`config.mk`:
```
export PLATFORM = sky130hd
export DESIGN_NAME = vfu_mask_router_flat
export DESIGN_NICKNAME = d
export VERILOG_FILES = /design/src/rtl/vfu_mask_router_if.sv /design/src/rtl/vfu_mask_router.sv /design/src/flat_wrapper.sv
export SDC_FILE = /design/constraint.sdc
export NUM_CORES = 1
export LEC_CHECK = 0
export ABC_CLOCK_PERIOD_IN_PS = 4970
export BUFFER_PORTS_ARGS = -buffer_cell sky130_fd_sc_hd__buf_2
export CORE_UTILIZATION = 40
export DETAILED_ROUTE_END_ITERATION = 8
export SETUP_SLACK_MARGIN = 0.4
export SYNTH_ARGS = -nofsm -noshare
export SYNTH_HDL_FRONTEND = slang
export SYNTH_SLANG_ARGS = --single-unit
```
`constraint.sdc`:
```
create_clock -name clk_i -period 4.97 [get_ports clk_i]
set_input_delay 0.994 -clock clk_i [delete_from_list [all_inputs] [get_ports clk_i]]
set_output_delay 0.994 -clock clk_i [all_outputs]
set_load 0.01 [all_outputs]
```
`src/rtl/vfu_mask_router_if.sv`:
```
// Mask-unit to router handshake.
// The mask unit is the master; the router is the slave.
interface vfu_mask_router_if #(
  parameter int unsigned StrbW = 8,
  parameter int unsigned VidW  = 3
);
  logic [StrbW-1:0] mask_i;
  logic [VidW-1:0]  mask_id_i;
  logic             mask_valid_i;
  logic             mask_ready_o;

  modport master (
    output mask_i,
    output mask_id_i,
    output mask_valid_i,
    input  mask_ready_o
  );

  modport slave (
    input  mask_i,
    input  mask_id_i,
    input  mask_valid_i,
    output mask_ready_o
  );
endinterface

```
`src/rtl/vfu_mask_router.sv`:
```
// Routes tagged mask beats to the owning lane unit through per-unit FIFOs.
// Also keeps the sticky vxsat flag for the dispatcher.
module vfu_mask_router #(
  parameter int unsigned NrFUs     = 2,
  parameter int unsigned NrVInsn   = 8,
  parameter int unsigned DataWidth = 64,
  parameter int unsigned FifoDepth = 2,
  localparam int unsigned StrbW = DataWidth / 8,
  localparam int unsigned VidW  =
    (NrVInsn > 1) ? $clog2(NrVInsn) : 1,
  localparam int unsigned FuW   =
    (NrFUs > 1) ? $clog2(NrFUs) : 1
) (
  input  logic clk_i,
  input  logic rst_ni,

  input  logic                   vinsn_issue_valid_i,
  input  logic [VidW-1:0]        vinsn_issue_id_i,
  input  logic [FuW-1:0]         vinsn_issue_fu_i,
  input  logic [NrFUs-1:0][NrVInsn-1:0] vinsn_done_i,

  vfu_mask_router_if.slave       mask_if,

  output logic [NrFUs-1:0][StrbW-1:0] fu_mask_o,
  output logic [NrFUs-1:0]       fu_mask_valid_o,
  input  logic [NrFUs-1:0]       fu_mask_ready_i,

  input  logic [NrFUs-1:0]       fu_vxsat_i,
  input  logic                   vxsat_clr_i,
  output logic                   vxsat_flag_o,
  output logic                   mask_orphan_o
);

  localparam int unsigned PtrW =
    (FifoDepth > 1) ? $clog2(FifoDepth) : 1;
  localparam int unsigned CntW = $clog2(FifoDepth + 1);

  logic [NrVInsn-1:0]          own_valid_q;
  logic [NrVInsn-1:0][FuW-1:0] own_fu_q;
  logic [NrVInsn-1:0]          done_hit;

  logic [NrFUs-1:0][FifoDepth-1:0][StrbW-1:0] mem_q;
  logic [NrFUs-1:0][PtrW-1:0] wptr_q;
  logic [NrFUs-1:0][PtrW-1:0] rptr_q;
  logic [NrFUs-1:0][CntW-1:0] cnt_q;

  logic [NrFUs-1:0] full;
  logic [NrFUs-1:0] empty;
  logic [NrFUs-1:0] sel;
  logic [NrFUs-1:0] push;
  logic [NrFUs-1:0] pop;
  logic             hit;
  logic [FuW-1:0]   owner;
  logic             orphan_q;
  logic             flag_q;

  function automatic logic [PtrW-1:0] ptr_inc(
    input logic [PtrW-1:0] p
  );
    return (p == PtrW'(FifoDepth - 1)) ? '0 : p + PtrW'(1);
  endfunction

  always_comb begin
    hit   = own_valid_q[mask_if.mask_id_i];
    owner = own_fu_q[mask_if.mask_id_i];
    full  = '0;
    empty = '0;
    sel   = '0;
    pop   = '0;
    for (int f = 0; f < NrFUs; f++) begin
      full[f]  = cnt_q[f] == CntW'(FifoDepth);
      empty[f] = cnt_q[f] == '0;
      sel[f]   = hit && (owner == FuW'(f));
      pop[f]   = !empty[f] && fu_mask_ready_i[f];
    end
    // Ready looks only at the owner's fill level, never at fu ready.
    mask_if.mask_ready_o = ~|(sel & full);
    push = sel & ~full & {NrFUs{mask_if.mask_valid_i}};
  end

  always_comb begin
    done_hit = '0;
    for (int v = 0; v < NrVInsn; v++) begin
      for (int f = 0; f < NrFUs; f++) begin
        if (vinsn_done_i[f][v] &&
            own_fu_q[v] == FuW'(f)) begin
          done_hit[v] = own_valid_q[v];
        end
      end
    end
  end

  always_ff @(posedge clk_i or negedge rst_ni) begin
    if (!rst_ni) begin
      own_valid_q <= '0;
      own_fu_q    <= '0;
    end else begin
      for (int v = 0; v < NrVInsn; v++) begin
        if (vinsn_issue_valid_i &&
            vinsn_issue_id_i == VidW'(v)) begin
          own_valid_q[v] <= 1'b1;
          own_fu_q[v]    <= vinsn_issue_fu_i;
        end else if (done_hit[v]) begin
          own_valid_q[v] <= 1'b0;
        end
      end
    end
  end

  always_ff @(posedge clk_i or negedge rst_ni) begin
    if (!rst_ni) begin
      mem_q  <= '0;
      wptr_q <= '0;
      rptr_q <= '0;
      cnt_q  <= '0;
    end else begin
      for (int f = 0; f < NrFUs; f++) begin
        if (push[f]) begin
          mem_q[f][wptr_q[f]] <= mask_if.mask_i;
          wptr_q[f] <= ptr_inc(wptr_q[f]);
        end
        if (pop[f]) begin
          rptr_q[f] <= ptr_inc(rptr_q[f]);
        end
        if (push[f] && !pop[f]) begin
          cnt_q[f] <= cnt_q[f] + CntW'(1);
        end else if (pop[f] && !push[f]) begin
          cnt_q[f] <= cnt_q[f] - CntW'(1);
        end
      end
    end
  end

  // Set beats clear so a saturation event is never lost.
  always_ff @(posedge clk_i or negedge rst_ni) begin
    if (!rst_ni) begin
      flag_q   <= 1'b0;
      orphan_q <= 1'b0;
    end else begin
      orphan_q <= mask_if.mask_valid_i && !hit;
      if (|fu_vxsat_i) begin
        flag_q <= 1'b1;
      end else if (vxsat_clr_i) begin
        flag_q <= 1'b0;
      end
    end
  end

  always_comb begin
    for (int f = 0; f < NrFUs; f++) begin
      fu_mask_o[f] = mem_q[f][rptr_q[f]];
    end
    fu_mask_valid_o = ~empty;
  end

  assign vxsat_flag_o  = flag_q;
  assign mask_orphan_o = orphan_q;

endmodule
```
`src/flat_wrapper.sv`:
```
// flat-port wrapper written by rule: the top's interface ports become plain ports
module vfu_mask_router_flat 
#(
  parameter int unsigned NrFUs     = 2,
  parameter int unsigned NrVInsn   = 8,
  parameter int unsigned DataWidth = 64,
  parameter int unsigned FifoDepth = 2,
  localparam int unsigned StrbW = DataWidth / 8,
  localparam int unsigned VidW  =
    (NrVInsn > 1) ? $clog2(NrVInsn) : 1,
  localparam int unsigned FuW   =
    (NrFUs > 1) ? $clog2(NrFUs) : 1
)
  (clk_i, rst_ni, vinsn_issue_valid_i, vinsn_issue_id_i, vinsn_issue_fu_i, vinsn_done_i, fu_mask_o, fu_mask_valid_o, fu_mask_ready_i, fu_vxsat_i, vxsat_clr_i, vxsat_flag_o, mask_orphan_o, mask_if_mask_i, mask_if_mask_id_i, mask_if_mask_valid_i, mask_if_mask_ready_o);
  vfu_mask_router_if mask_if_i ();
  input  logic clk_i;
  input  logic rst_ni;
  input  logic vinsn_issue_valid_i;
  input  logic [VidW-1:0] vinsn_issue_id_i;
  input  logic [FuW-1:0] vinsn_issue_fu_i;
  input  logic [NrFUs-1:0][NrVInsn-1:0] vinsn_done_i;
  output logic [NrFUs-1:0][StrbW-1:0] fu_mask_o;
  output logic [NrFUs-1:0] fu_mask_valid_o;
  input  logic [NrFUs-1:0] fu_mask_ready_i;
  input  logic [NrFUs-1:0] fu_vxsat_i;
  input  logic vxsat_clr_i;
  output logic vxsat_flag_o;
  output logic mask_orphan_o;
  input wire logic [$bits(mask_if_i.mask_i)-1:0] mask_if_mask_i;
  input wire logic [$bits(mask_if_i.mask_id_i)-1:0] mask_if_mask_id_i;
  input wire logic [$bits(mask_if_i.mask_valid_i)-1:0] mask_if_mask_valid_i;
  output wire logic [$bits(mask_if_i.mask_ready_o)-1:0] mask_if_mask_ready_o;
  assign mask_if_i.mask_i = mask_if_mask_i;
  assign mask_if_i.mask_id_i = mask_if_mask_id_i;
  assign mask_if_i.mask_valid_i = mask_if_mask_valid_i;
  assign mask_if_mask_ready_o = mask_if_i.mask_ready_o;
  vfu_mask_router #(.NrFUs(NrFUs), .NrVInsn(NrVInsn), .DataWidth(DataWidth), .FifoDepth(FifoDepth)) u_core (.clk_i(clk_i), .rst_ni(rst_ni), .vinsn_issue_valid_i(vinsn_issue_valid_i), .vinsn_issue_id_i(vinsn_issue_id_i), .vinsn_issue_fu_i(vinsn_issue_fu_i), .vinsn_done_i(vinsn_done_i), .mask_if(mask_if_i), .fu_mask_o(fu_mask_o), .fu_mask_valid_o(fu_mask_valid_o), .fu_mask_ready_i(fu_mask_ready_i), .fu_vxsat_i(fu_vxsat_i), .vxsat_clr_i(vxsat_clr_i), .vxsat_flag_o(vxsat_flag_o), .mask_orphan_o(mask_orphan_o));
endmodule
```
==> results.toml <==
[drt]
wirelength_um = 5160
met1_length_um = 2570
route.met2.wl_um = 2290
drcViolationCount = 0
via_per_inst = 5.01
drt_first_pass_iters = 4
drtAntennaViolNets = 0
vias = 1749
drt_iter0_markers = 40
wire_per_inst_um = 14.8
dr.max_layer_used = "met4"
wl_met3_um = 266

[global_route]
grt_max_degree = 59
grt_pass1_vias = 1807
grt_pass1_wl_um = 8670
antenna_found_initial = 0
grt.total_usage = 0.161
grt_overflow_total = 0

[final_layout]
antenna_cells = 0
fillCellCount = 605
multiInputGateArea_um2 = 1290
final_cells = 349
synthToLayoutAreaGrowth_pct = 21.6
final_layout_size_suffix_gt1_frac = 0.526
fin_nets = 309
area.sequential_um2 = 1450

[worst_hold_path]
min_from = "u_core.own_valid_q[4]"
holdPathStages = 1
min_path_type = "flip-flop to flip-flop"
hold_end = "u_core.own_valid_q[4]"

[timing]
setup_violations = 0
fin_crit_sh = 0.676
finalCriticalPeriod_ns = 3.36
finalSetupTns_ns = 0
final_max_slew_viol_count = 0
skew_ns = 0.00855
final_hold_viol_count = 0
maxSlewHeadroom = 0.520
rsz0062_at_grt = "no"
fmax_ghz = 0.298
worst_pin_slew_ns = 0.720

[power]
power_density_nw_per_um2 = 555
peakVddDrop_v = 0.000264
power_leakage_nw = 1.61

[critical_path]
cp_data_required_time_ns = 3.98
timing.rr.end = "u_core.mem_q[25]"
critPathKind = "input port to primary output"
r2r-start = "u_core.own_valid_q[1]"
cp.arrival_ns = 2.36
rr_worst_depth = 5
critPathCaptureType = "primary output"
critical_path.max_fanout = 8
rrSetupSlack_ns = 2.86
crit_path_start_kind = "input port"

[synthesis]
syn_area_um2 = 2770
yosysSeqAreaShare = 0.524
syn_nets = 241
yosysWarningCount = 0
syn_area_per_cell_um2 = 13.9
ys_ff_latch = 58
synth_cells = 199
synth.distinct_cells = 32

[place]
placed_cells = 333
dp_hpwl_um = 3680
gp_congestion = 0.735
io_buffers = 60

[floorplanning]
coreArea_um2 = 6530
die_h_um = 85.2
placementRows = 29
initial_core_util = 0.424
dieArea_um2 = 7260
io_pins = 61
dieWidth_um = 85.2

[clocking]
holdBufCountCts = 0
cts_resized = 0
cts_root_buf = "clkbuf_8"
cts_max_level = 3
clock_path_buffers = 2
cts_setup_buffers = 0
worstSkewPairLatency_ns = 0.33
cts_tree = "done"
numCtsBuffers = 9
clock_sinks = 58
clk_pin_slew_worst_paths_ns = 0.07

[flow_run]
max-cap-violations = 0

[outcome]
status = "finished, final reports clean"
==> state kept, by name (all words and copies together), names as in the netlist <==
register	count
u_core.rptr_q	2
u_core.mem_q	32
u_core.wptr_q	2
u_core.own_valid_q	8
u_core.vxsat_flag_o	1
u_core.mask_orphan_o	1
u_core.cnt_q	4
u_core.own_fu_q	8
==> cells in the mapped netlist <==
| cell | n | area (um^2) |
|---|---|---|
| nor2_1 | 4 | 15.0 |
| nor3_1 | 3 | 15.0 |
| nor3b_1 | 3 | 22.5 |
| nand4_4 | 1 | 21.3 |
| nand4b_1 | 3 | 26.3 |
| o21ai_0 | 1 | 5.00 |
| buf_2 | 1 | 5.00 |
| nor4b_4 | 2 | 47.6 |
| mux2_2 | 56 | 631 |
| a22oi_1 | 1 | 7.51 |
| buf_6 | 1 | 11.3 |
| inv_1 | 1 | 3.75 |
| a22oi_2 | 1 | 12.5 |
| ha_1 | 2 | 25.0 |
| mux2i_1 | 17 | 170 |
| dfrtp_1 | 58 | 1450 |
| and4bb_2 | 1 | 12.5 |
| nand3_1 | 3 | 15.0 |
| a21o_1 | 4 | 30.0 |
| nand2b_1 | 1 | 6.26 |
| nor4_4 | 1 | 21.3 |
| nand3b_1 | 2 | 15.0 |
| nand2_1 | 11 | 41.3 |
| xor2_1 | 6 | 52.6 |
| clkbuf_1 | 2 | 7.51 |
| xnor2_1 | 4 | 35.0 |
| and2_1 | 1 | 6.26 |
| nor2b_1 | 1 | 6.26 |
| nand4_1 | 1 | 6.26 |
| nand3_2 | 1 | 10.0 |
| and2b_1 | 2 | 15.0 |
| or2_2 | 3 | 18.8 |
==> where the power goes <==
| group | switching (mW) | internal (mW) | total (mW) |
|---|---|---|---|
| Clock | 0.189 | 0.281 | 0.470 |
| Combinational | 0.246 | 0.365 | 0.610 |
| Sequential | 0.136 | 0.654 | 0.790 |
| Total | 0.570 | 1.30 | 1.87 |
==> critical path: stages <==
cell	delay, ns
buf_2	0.23
mux2i_1	0.11
a22oi_1	0.21
nand3_2	0.22
mux2i_1	0.17
or2_2	0.28
buf_2	0.14
==> stage by stage <==
step,setup WS (ns),util,area (um^2),hold slack (ns),power [mW]
5_1_grt,1.46,0.516,3370,0.492,2.00
3_5_place_dp,1.59,0.482,3150,0.466,1.42
2_1_floorplan,1.89,-,2770,0.446,1.21
6_report,1.61,0.516,3370,0.477,1.87
3_3_place_gp,1.61,0.482,3150,0.467,1.41
4_1_cts,1.59,0.516,3370,0.481,1.90
==> final cells by class <==
cell class              instances  share of cell area
repair buffers                 61              0.0914
clock buffers                   9              0.0368
clock inverters                 7              0.0279
flip-flops and latches         58               0.431
inverters                       1             0.00111
multi-input cells             136               0.383
well taps                      77              0.0286
==> worst max-delay path by stage <==
stage,start,cells past startpoint,slack (ns),end
after floorplan,mask_if_mask_id_i[0],6,1.89,mask_if_mask_ready_o
after global placement,mask_if_mask_id_i[0],7,1.61,mask_if_mask_ready_o
after detailed placement,mask_if_mask_id_i[0],7,1.59,mask_if_mask_ready_o
after CTS,mask_if_mask_id_i[0],7,1.59,mask_if_mask_ready_o
after global routing,mask_if_mask_id_i[0],7,1.46,mask_if_mask_ready_o
final,mask_if_mask_id_i[0],7,1.61,mask_if_mask_ready_o
==> per-layer routing <==
layer  vias up  track usage
met2        41        0.241
met4         0       0.0508
met3         2       0.0603
met1       854        0.216
met5         -            0
li1        852            -
==> logic make-up after synthesis <==
kind of cell | after synthesis | share of synthesized area
muxes | 73 | 0.289
DFF | 58 | 0.524
and+or+nand+nor | 44 | 0.116
xor gates and xnor gates | 10 | 0.0316
AOI/OAI and AO/OA | 7 | 0.0199
buffers and inverters | 5 | 0.00994
adders and majority gates | 2 | 0.00904
==> cells in the final DEF, fill, tap and decap left out, types with 3 or more instances in the layout <==
cell type / synthesis / layout
mux2_2: 56 / 56
xor2_1: 6 / 6
nor2_1: 4 / 4
or2_2: 3 / 3
a21o_1: 4 / 4
nor3_1: 3 / 3
buf_2: 1 / 60
mux2i_1: 17 / 17
nand3_1: 3 / 3
dfrtp_1: 58 / 58
clkbuf_8: 0 / 9
nand2_1: 11 / 11
nand4b_1: 3 / 3
xnor2_1: 4 / 4
nor3b_1: 3 / 3
Power figures use the tool's default switching activity.
